**src/rtl/stim_pkg.sv**
```systemverilog
// Shared types and constants for the TMS stimulation pulse sequencer.
package stim_pkg;

    typedef enum logic [1:0] {
        MODE_SINGLE     = 2'd0,
        MODE_REPETITIVE = 2'd1,
        MODE_TBS        = 2'd2,
        MODE_RESERVED   = 2'd3
    } mode_e;

    typedef enum logic [2:0] {
        ST_IDLE,
        ST_FIRE,
        ST_DEAD,
        ST_RECOV,
        ST_GAP,
        ST_BGAP,
        ST_DONE
    } state_e;

    localparam int DEAD_US_DEFAULT = 4;

    localparam int ON_W     = 12;
    localparam int PERIOD_W = 24;
    localparam int PPB_W    = 4;
    localparam int TRAIN_W  = 16;

    // Widths wide enough that the validation sums and products cannot overflow.
    localparam int PULSE_CMP_W = PERIOD_W + 1;
    localparam int BURST_CMP_W = PERIOD_W + PPB_W;

    typedef struct packed {
        mode_e               mode;
        logic [ON_W-1:0]     igbt_on;
        logic [ON_W-1:0]     scr_on;
        logic [PERIOD_W-1:0] period;
        logic [PPB_W-1:0]    ppb;
        logic [PERIOD_W-1:0] burst;
        logic [TRAIN_W-1:0]  train;
    } run_cfg_t;

endpackage

```
**src/rtl/us_tick_gen.sv**
```systemverilog
// Divides the system clock down to a 1-cycle strobe once per microsecond.
module us_tick_gen #(
    parameter int TICK_DIV = 50
) (
    input  logic clk_i,
    input  logic rst_i,
    input  logic clr_i,
    output logic tick_o
);

    localparam int CW = (TICK_DIV > 1) ? $clog2(TICK_DIV) : 1;
    localparam logic [CW-1:0] LAST = CW'(TICK_DIV - 1);

    logic [CW-1:0] cnt_q, cnt_d;

    // NOTE: every combinational output gets a default first, so no path can infer a latch.
    always_comb begin
        cnt_d = cnt_q + 1'b1;
        if (clr_i || cnt_q == LAST) begin
            cnt_d = '0;
        end
    end

    // NOTE: registers are updated with non-blocking assignments only, so all flops sample together.
    always_ff @(posedge clk_i or posedge rst_i) begin
        if (rst_i) begin
            cnt_q <= '0;
        end else begin
            cnt_q <= cnt_d;
        end
    end

    assign tick_o = (cnt_q == LAST);

endmodule

```
**src/rtl/stim_sequencer.sv**
```systemverilog
// IGBT discharge / SCR recovery pulse sequencer for single, rTMS and theta-burst runs.
module stim_sequencer
    import stim_pkg::*;
#(
    parameter int TICK_DIV = 50,
    parameter int NUM_IGBT = 5,
    parameter int NUM_SCR  = 2,
    parameter int DEAD_US  = DEAD_US_DEFAULT
) (
    input  logic                sys_clk,
    input  logic                sys_rst,
    input  logic                start,
    input  logic                abort,
    input  logic [1:0]          mode,
    input  logic [NUM_IGBT-1:0] igbt_mask,
    input  logic                scr_sel,
    input  logic [ON_W-1:0]     igbt_on_us,
    input  logic [ON_W-1:0]     scr_on_us,
    input  logic [PERIOD_W-1:0] pulse_period_us,
    input  logic [PPB_W-1:0]    pulses_per_burst,
    input  logic [PERIOD_W-1:0] burst_period_us,
    input  logic [TRAIN_W-1:0]  train_count,
    output logic [NUM_IGBT-1:0] igbt,
    output logic [NUM_SCR-1:0]  scr,
    output logic                busy,
    output logic                done,
    output logic                cfg_err,
    output logic [15:0]         pulse_cnt
);

    localparam logic [NUM_SCR-1:0] SCR_ONE = NUM_SCR'(1);

    state_e                state_q;
    run_cfg_t              cfg_q;
    logic [NUM_IGBT-1:0]   mask_q;
    logic                  scr_sel_q;
    logic [NUM_IGBT-1:0]   igbt_q;
    logic [NUM_SCR-1:0]    scr_q;
    logic                  busy_q, done_q, cfg_err_q;
    logic [15:0]           pulse_cnt_q;
    logic [ON_W-1:0]       st_q;
    logic [PERIOD_W-1:0]   per_q, bur_q;
    logic [PPB_W-1:0]      pib_q;
    logic [TRAIN_W-1:0]    bursts_q;

    logic tick, tick_clr, start_ok, accept;
    logic [PULSE_CMP_W-1:0] pulse_need;
    logic [BURST_CMP_W-1:0] burst_need;

    us_tick_gen #(.TICK_DIV(TICK_DIV)) u_tick (
        .clk_i  (sys_clk),
        .rst_i  (sys_rst),
        .clr_i  (tick_clr),
        .tick_o (tick)
    );

    always_comb begin
        pulse_need = PULSE_CMP_W'(igbt_on_us) + PULSE_CMP_W'(DEAD_US) + PULSE_CMP_W'(scr_on_us);
        burst_need = BURST_CMP_W'(pulses_per_burst) * BURST_CMP_W'(pulse_period_us);
        start_ok   = 1'b1;
        if (igbt_mask == '0 || igbt_on_us == '0 || scr_on_us == '0) start_ok = 1'b0;
        if (mode_e'(mode) == MODE_RESERVED) start_ok = 1'b0;
        if (mode_e'(mode) != MODE_SINGLE && train_count == '0) start_ok = 1'b0;
        if (PULSE_CMP_W'(pulse_period_us) < pulse_need) start_ok = 1'b0;
        if (mode_e'(mode) == MODE_TBS &&
            (pulses_per_burst == '0 || BURST_CMP_W'(burst_period_us) < burst_need)) start_ok = 1'b0;
    end

    assign accept   = (state_q == ST_IDLE) && start && !abort && start_ok;
    assign tick_clr = accept;

    logic [ON_W-1:0] state_lim;
    logic st_done, period_hit, burst_hit, burst_last, run_last, new_burst, pulse_end, is_tbs;
    state_e after_state;

    always_comb begin
        unique case (state_q)
            ST_DEAD:  state_lim = ON_W'(DEAD_US);
            ST_RECOV: state_lim = cfg_q.scr_on;
            default:  state_lim = cfg_q.igbt_on;
        endcase
        st_done    = tick && (st_q == state_lim - 1'b1);
        period_hit = (per_q + 24'd1 == cfg_q.period);
        burst_hit  = (bur_q + 24'd1 == cfg_q.burst);
        is_tbs     = (cfg_q.mode == MODE_TBS);
        burst_last = (pib_q == cfg_q.ppb);
        new_burst  = !is_tbs || burst_last;
        unique case (cfg_q.mode)
            MODE_SINGLE:     run_last = 1'b1;
            MODE_REPETITIVE: run_last = (pulse_cnt_q == cfg_q.train);
            default:         run_last = burst_last && (bursts_q + 16'd1 == cfg_q.train);
        endcase
        // A pulse ends when its period expires, either in GAP or directly out of RECOV.
        pulse_end = tick && period_hit &&
                    (state_q == ST_GAP || (state_q == ST_RECOV && st_done));
        if (run_last)                            after_state = ST_DONE;
        else if (is_tbs && burst_last && !burst_hit) after_state = ST_BGAP;
        else                                     after_state = ST_FIRE;
    end

    always_ff @(posedge sys_clk or posedge sys_rst) begin
        if (sys_rst) begin
            state_q     <= ST_IDLE;
            cfg_q       <= '0;
            mask_q      <= '0;
            scr_sel_q   <= 1'b0;
            igbt_q      <= '0;
            scr_q       <= '0;
            busy_q      <= 1'b0;
            done_q      <= 1'b0;
            cfg_err_q   <= 1'b0;
            pulse_cnt_q <= '0;
            st_q        <= '0;
            per_q       <= '0;
            bur_q       <= '0;
            pib_q       <= '0;
            bursts_q    <= '0;
        end else begin
            cfg_err_q <= 1'b0;
            done_q    <= 1'b0;
            if (tick && state_q != ST_IDLE) begin
                st_q  <= st_q + 12'd1;
                per_q <= per_q + 24'd1;
                bur_q <= bur_q + 24'd1;
            end
            if (state_q != ST_IDLE && abort) begin
                state_q <= ST_IDLE;
                igbt_q  <= '0;
                scr_q   <= '0;
                busy_q  <= 1'b0;
            end else begin
                unique case (state_q)
                    ST_IDLE: if (start && !abort) begin
                        if (start_ok) begin
                            cfg_q <= '{mode: mode_e'(mode), igbt_on: igbt_on_us,
                                       scr_on: scr_on_us, period: pulse_period_us,
                                       ppb: pulses_per_burst, burst: burst_period_us,
                                       train: train_count};
                            mask_q      <= igbt_mask;
                            scr_sel_q   <= scr_sel;
                            igbt_q      <= igbt_mask;
                            busy_q      <= 1'b1;
                            state_q     <= ST_FIRE;
                            st_q        <= '0;
                            per_q       <= '0;
                            bur_q       <= '0;
                            pib_q       <= '0;
                            bursts_q    <= '0;
                            pulse_cnt_q <= '0;
                        end else begin
                            cfg_err_q <= 1'b1;
                        end
                    end
                    ST_FIRE: if (st_done) begin
                        igbt_q  <= '0;
                        st_q    <= '0;
                        state_q <= ST_DEAD;
                    end
                    ST_DEAD: if (st_done) begin
                        scr_q       <= SCR_ONE << scr_sel_q;
                        st_q        <= '0;
                        pulse_cnt_q <= pulse_cnt_q + 16'd1;
                        pib_q       <= pib_q + 4'd1;
                        state_q     <= ST_RECOV;
                    end
                    ST_RECOV: if (st_done) begin
                        scr_q <= '0;
                        st_q  <= '0;
                        if (!period_hit) state_q <= ST_GAP;
                    end
                    ST_GAP: ;
                    ST_BGAP: if (tick && burst_hit) begin
                        igbt_q  <= mask_q;
                        st_q    <= '0;
                        per_q   <= '0;
                        bur_q   <= '0;
                        state_q <= ST_FIRE;
                    end
                    ST_DONE: state_q <= ST_IDLE;
                    default: state_q <= ST_IDLE;
                endcase

                if (pulse_end) begin
                    state_q <= after_state;
                    if (is_tbs && burst_last && !run_last) begin
                        pib_q    <= '0;
                        bursts_q <= bursts_q + 16'd1;
                    end
                    if (after_state == ST_DONE) begin
                        done_q <= 1'b1;
                        busy_q <= 1'b0;
                    end else if (after_state == ST_FIRE) begin
                        igbt_q <= mask_q;
                        st_q   <= '0;
                        per_q  <= '0;
                        if (new_burst) bur_q <= '0;
                    end
                end
            end
        end
    end

    // Abort kills the gates combinationally, ahead of the registered FSM.
    assign igbt      = abort ? '0 : igbt_q;
    assign scr       = abort ? '0 : scr_q;
    assign busy      = busy_q;
    assign done      = done_q;
    assign cfg_err   = cfg_err_q;
    assign pulse_cnt = pulse_cnt_q;

endmodule

```
**config.mk**
```make
export PLATFORM = sky130hd
export DESIGN_NAME = stim_sequencer
export DESIGN_NICKNAME = d
export VERILOG_FILES = /design/src/rtl/stim_pkg.sv /design/src/rtl/us_tick_gen.sv /design/src/rtl/stim_sequencer.sv
export SDC_FILE = /design/constraint.sdc
export NUM_CORES = 1
export LEC_CHECK = 0
export CORE_ASPECT_RATIO = 1.1
export CORE_UTILIZATION = 40
export CTS_CLUSTER_DIAMETER = 200
export DETAILED_ROUTE_END_ITERATION = 8
export GPL_ROUTABILITY_DRIVEN = 0
export GPL_TIMING_DRIVEN = 0
export HOLD_SLACK_MARGIN = 0.02
export PLACE_DENSITY = 0.6
export SLEW_MARGIN = 5
export SYNTH_ARGS = -nofsm -noshare
export SYNTH_HDL_FRONTEND = slang
export SYNTH_SLANG_ARGS = --single-unit
```
**constraint.sdc**
```tcl
create_clock -name sys_clk -period 19.02 [get_ports sys_clk]
set_input_delay 3.804 -clock sys_clk [delete_from_list [all_inputs] [get_ports sys_clk]]
set_output_delay 3.804 -clock sys_clk [all_outputs]
set_load 0.005 [all_outputs]
```
==> reports/metrics.yaml, run 1 <==
clock-sinks: 215
wl_um: 52600
power.leakage_nw: 8.89
rsz0062_at_grt: "false"
p_seq_share_pct: 32.2
final_common_cell: "dfrtp_1"
hp-start: "u_tick.cnt_q[0]"
critPathKind: "in2reg"
cp-end-kind: "register"
drv_cap: 0
syn_inst: 1948
ys_warn_count: 0
switchingPower_w: 0.000877
p_sw_share_pct: 39.1
clockBufferDepth: 3
grt_pass1_wl_um: 83800
critPathMaxFanout: 10
startpoint: "pulses_per_burst[3]"
crit_arrival_ps: 12300
ant_nets: 0
grt_overflow: 0
dp_hpwl_um: 41000
first_iter_violations: 1085
design.portCount: 130
worstPathRequired_ps: 19430
seq_area_um2: 5380
h-tree-depth: 1
p_int_w: 0.00137
powerDensity_nw_per_um2: 108
p_clk_share_pct: 24.9
synth_nets: 2197
num-fill-cells: 4225
rr_endpoint: "bur_q[6]"
ctsResizeCount: 0
syn_avg_cell_area_um2: 9.08
peakVddDrop_v: 0.0000652
slew_viol_final: 0
track_usage_pct: 23.4
critPathMaxStageDelay_ps: 770
cts_tree: "done"
grt_pass1_vias: 15400
clk_pin_slew_ps: 60
grt_max_degree: 118
rows: 80
worst_setup_path_start_kind: "primary input"
critPathSlowestCell: "clkdlybuf4s50_1"
r2r-start: "bur_q[9]"
synth_area_um2: 17700
die_area_um2: 45100
final_cell_mix: "215 x dfrtp_1, 162 x nand2_1, 149 x nor2_1"
via_count: 15200
start_util_pct: 40.6
outcome: "finished, final reports clean"
die_x_um: 203
cts_root_buf: "clkbuf_16"
tightest_slew_ps: 1370
syn_to_final_growth_pct: 17.1
die_h_um: 223
drcViolationCount: 0
dr.pass1.iters: 5
relSlewSlack_pct: 6.64
yosys_register_bits: 215
nets: 2356
crit_family: "buffers and inverters"
ys.flop_type: "dfrtp_1"
postCtsSetupBuffers: 0
setup_viol_count_final: 0
clk_latency_ps: 580
critPathMostFrequentCell: "a21o_1"
hold_viol: 0
power_w: 0.00224
hold_path_end: "u_tick.cnt_q[0]"
cts_inserted_buffers: 27
synthArstFlopShare_pct: 100
multiInputGateArea_um2: 11500
ys_seq_area_share_pct: 30.4
fin_crit_sh_pct: 62.5
timing.fmax_mhz: 84.1
viasPerCell: 5.64
port_buffers: 129
fin_tns_setup_ps: 0
whs_path_depth: 1
combPwrFrac_pct: 42.9
timing.reg2reg.setup_slack_ps: 14040
fin_crit_ps: 11890
crit_buf_inv: 5
layout-drive-gt1-share_pct: 9.82
wire_per_inst_um: 19.5
ys_types: 89
skew_ps: 33.0
ff2ff_path_depth: 12
hp-class: "reg2reg"
antenna_found_initial: 0
synth_edf_count: 0
core-area_um2: 43500
hold_buffers: 0
[cell type report]
class / count / area share, %
clock inverters: 13 / 0.906
repair buffers: 130 / 6.37
inverters: 126 / 2.32
flip-flops and latches: 215 / 26.0
well taps: 574 / 3.47
plain buffers: 84 / 1.83
clock buffers: 37 / 3.78
multi-input cells: 1523 / 55.3
diodes: 1 / 0.0121
[metrics by stage]
stage                     setup slack, ps  utilization [%]  hold WS, ps  instance area (um^2)  std cells
after floorplan                      9270                -          461                 17700       1948
after global placement               6310             45.3          478                 19700       2651
after detailed placement             6510             45.3          487                 19700       2652
after CTS                            7140             47.6          495                 20700       2702
after global routing                 6650             47.6          526                 20700       2702
final                                7130             47.6          489                 20700       2703
[sequential cells by signal, indices dropped and copies added, names as in the netlist]
register / cells
cfg_q: 94
bur_q: 24
per_q: 24
bursts_q: 16
pulse_cnt: 16
st_q: 12
u_tick.cnt_q: 6
igbt_q: 5
mask_q: 5
pib_q: 4
state_q: 3
scr_q: 2
busy: 1
cfg_err: 1
done: 1
scr_sel_q: 1
[how the worst max path moves through the flow]
stage | to | depth (start not counted)
3_5_place_dp | cfg_q[88] | 27
2_1_floorplan | pulse_cnt[0] | 28
6_report | cfg_q[53] | 27
3_3_place_gp | cfg_q[11] | 2
5_1_grt | cfg_q[53] | 27
4_1_cts | cfg_q[53] | 27
[synth_stat cells, types with 57 or more instances]
master	count	share of area, %
dfrtp_1	215	30
ha_1	100	7.1
nor2_1	149	3.2
clkbuf_1	58	1.2
nand2_1	162	3.4
a21oi_1	57	1.6
xnor2_1	112	5.5
inv_1	126	2.7
and2_1	74	2.6
o21ai_0	58	1.6
xor2_1	92	4.6
mux2_2	108	6.9
nand3_1	75	2.1
[power by group through the flow]
stage | logic (W) | registers, W | clock network (W)
3_3_place_gp | 0.000932 | 0.000726 | 0
5_1_grt | 0.00107 | 0.000741 | 0.000587
3_5_place_dp | 0.000954 | 0.000729 | 0
4_1_cts | 0.000961 | 0.000723 | 0.000570
6_report | 0.000963 | 0.000723 | 0.000559
2_1_floorplan | 0.000720 | 0.000679 | 0
[metal layers]
metal / track usage (%) / part of all wire [%] / vias to the layer above
li1: - / - / 7216
met1: 29.0 / 42 / 7469
met2: 41.6 / 50 / 463
met3: 2.77 / 4.6 / 97
met4: 7.83 / 3.2 / 0
met5: 0 / 0 / -
[kinds of logic after synthesis]
family,count (synthesis),synth area share (%)
compound gates,308,12.2
xor+xnor,204,10.1
fa+ha+maj,145,12.2
buf+inv,210,4.81
flops,215,30.4
mux,136,8.53
simple gates,730,21.8
Power figures use the tool's default switching activity.
==> run 2, diff against run 1 <==
==> constraint.sdc (replaced) <==
create_clock -name sys_clk -period 11.71 [get_ports sys_clk]
set_input_delay 2.342 -clock sys_clk [delete_from_list [all_inputs] [get_ports sys_clk]]
set_output_delay 2.342 -clock sys_clk [all_outputs]
set_load 0.005 [all_outputs]
==> results of run 2 <==
The final DEF is identical to that of run 1. Status: finished, final reports clean.
Main changes from that run: setup slack after placement 6510 ps -> 666 ps; setup slack after layout 7130 ps -> 1280 ps; register-to-register setup slack 14040 ps -> 6730 ps; total power 0.00224 W -> 0.00365 W; worst IR drop on VDD 0.0000652 V -> 0.000106 V
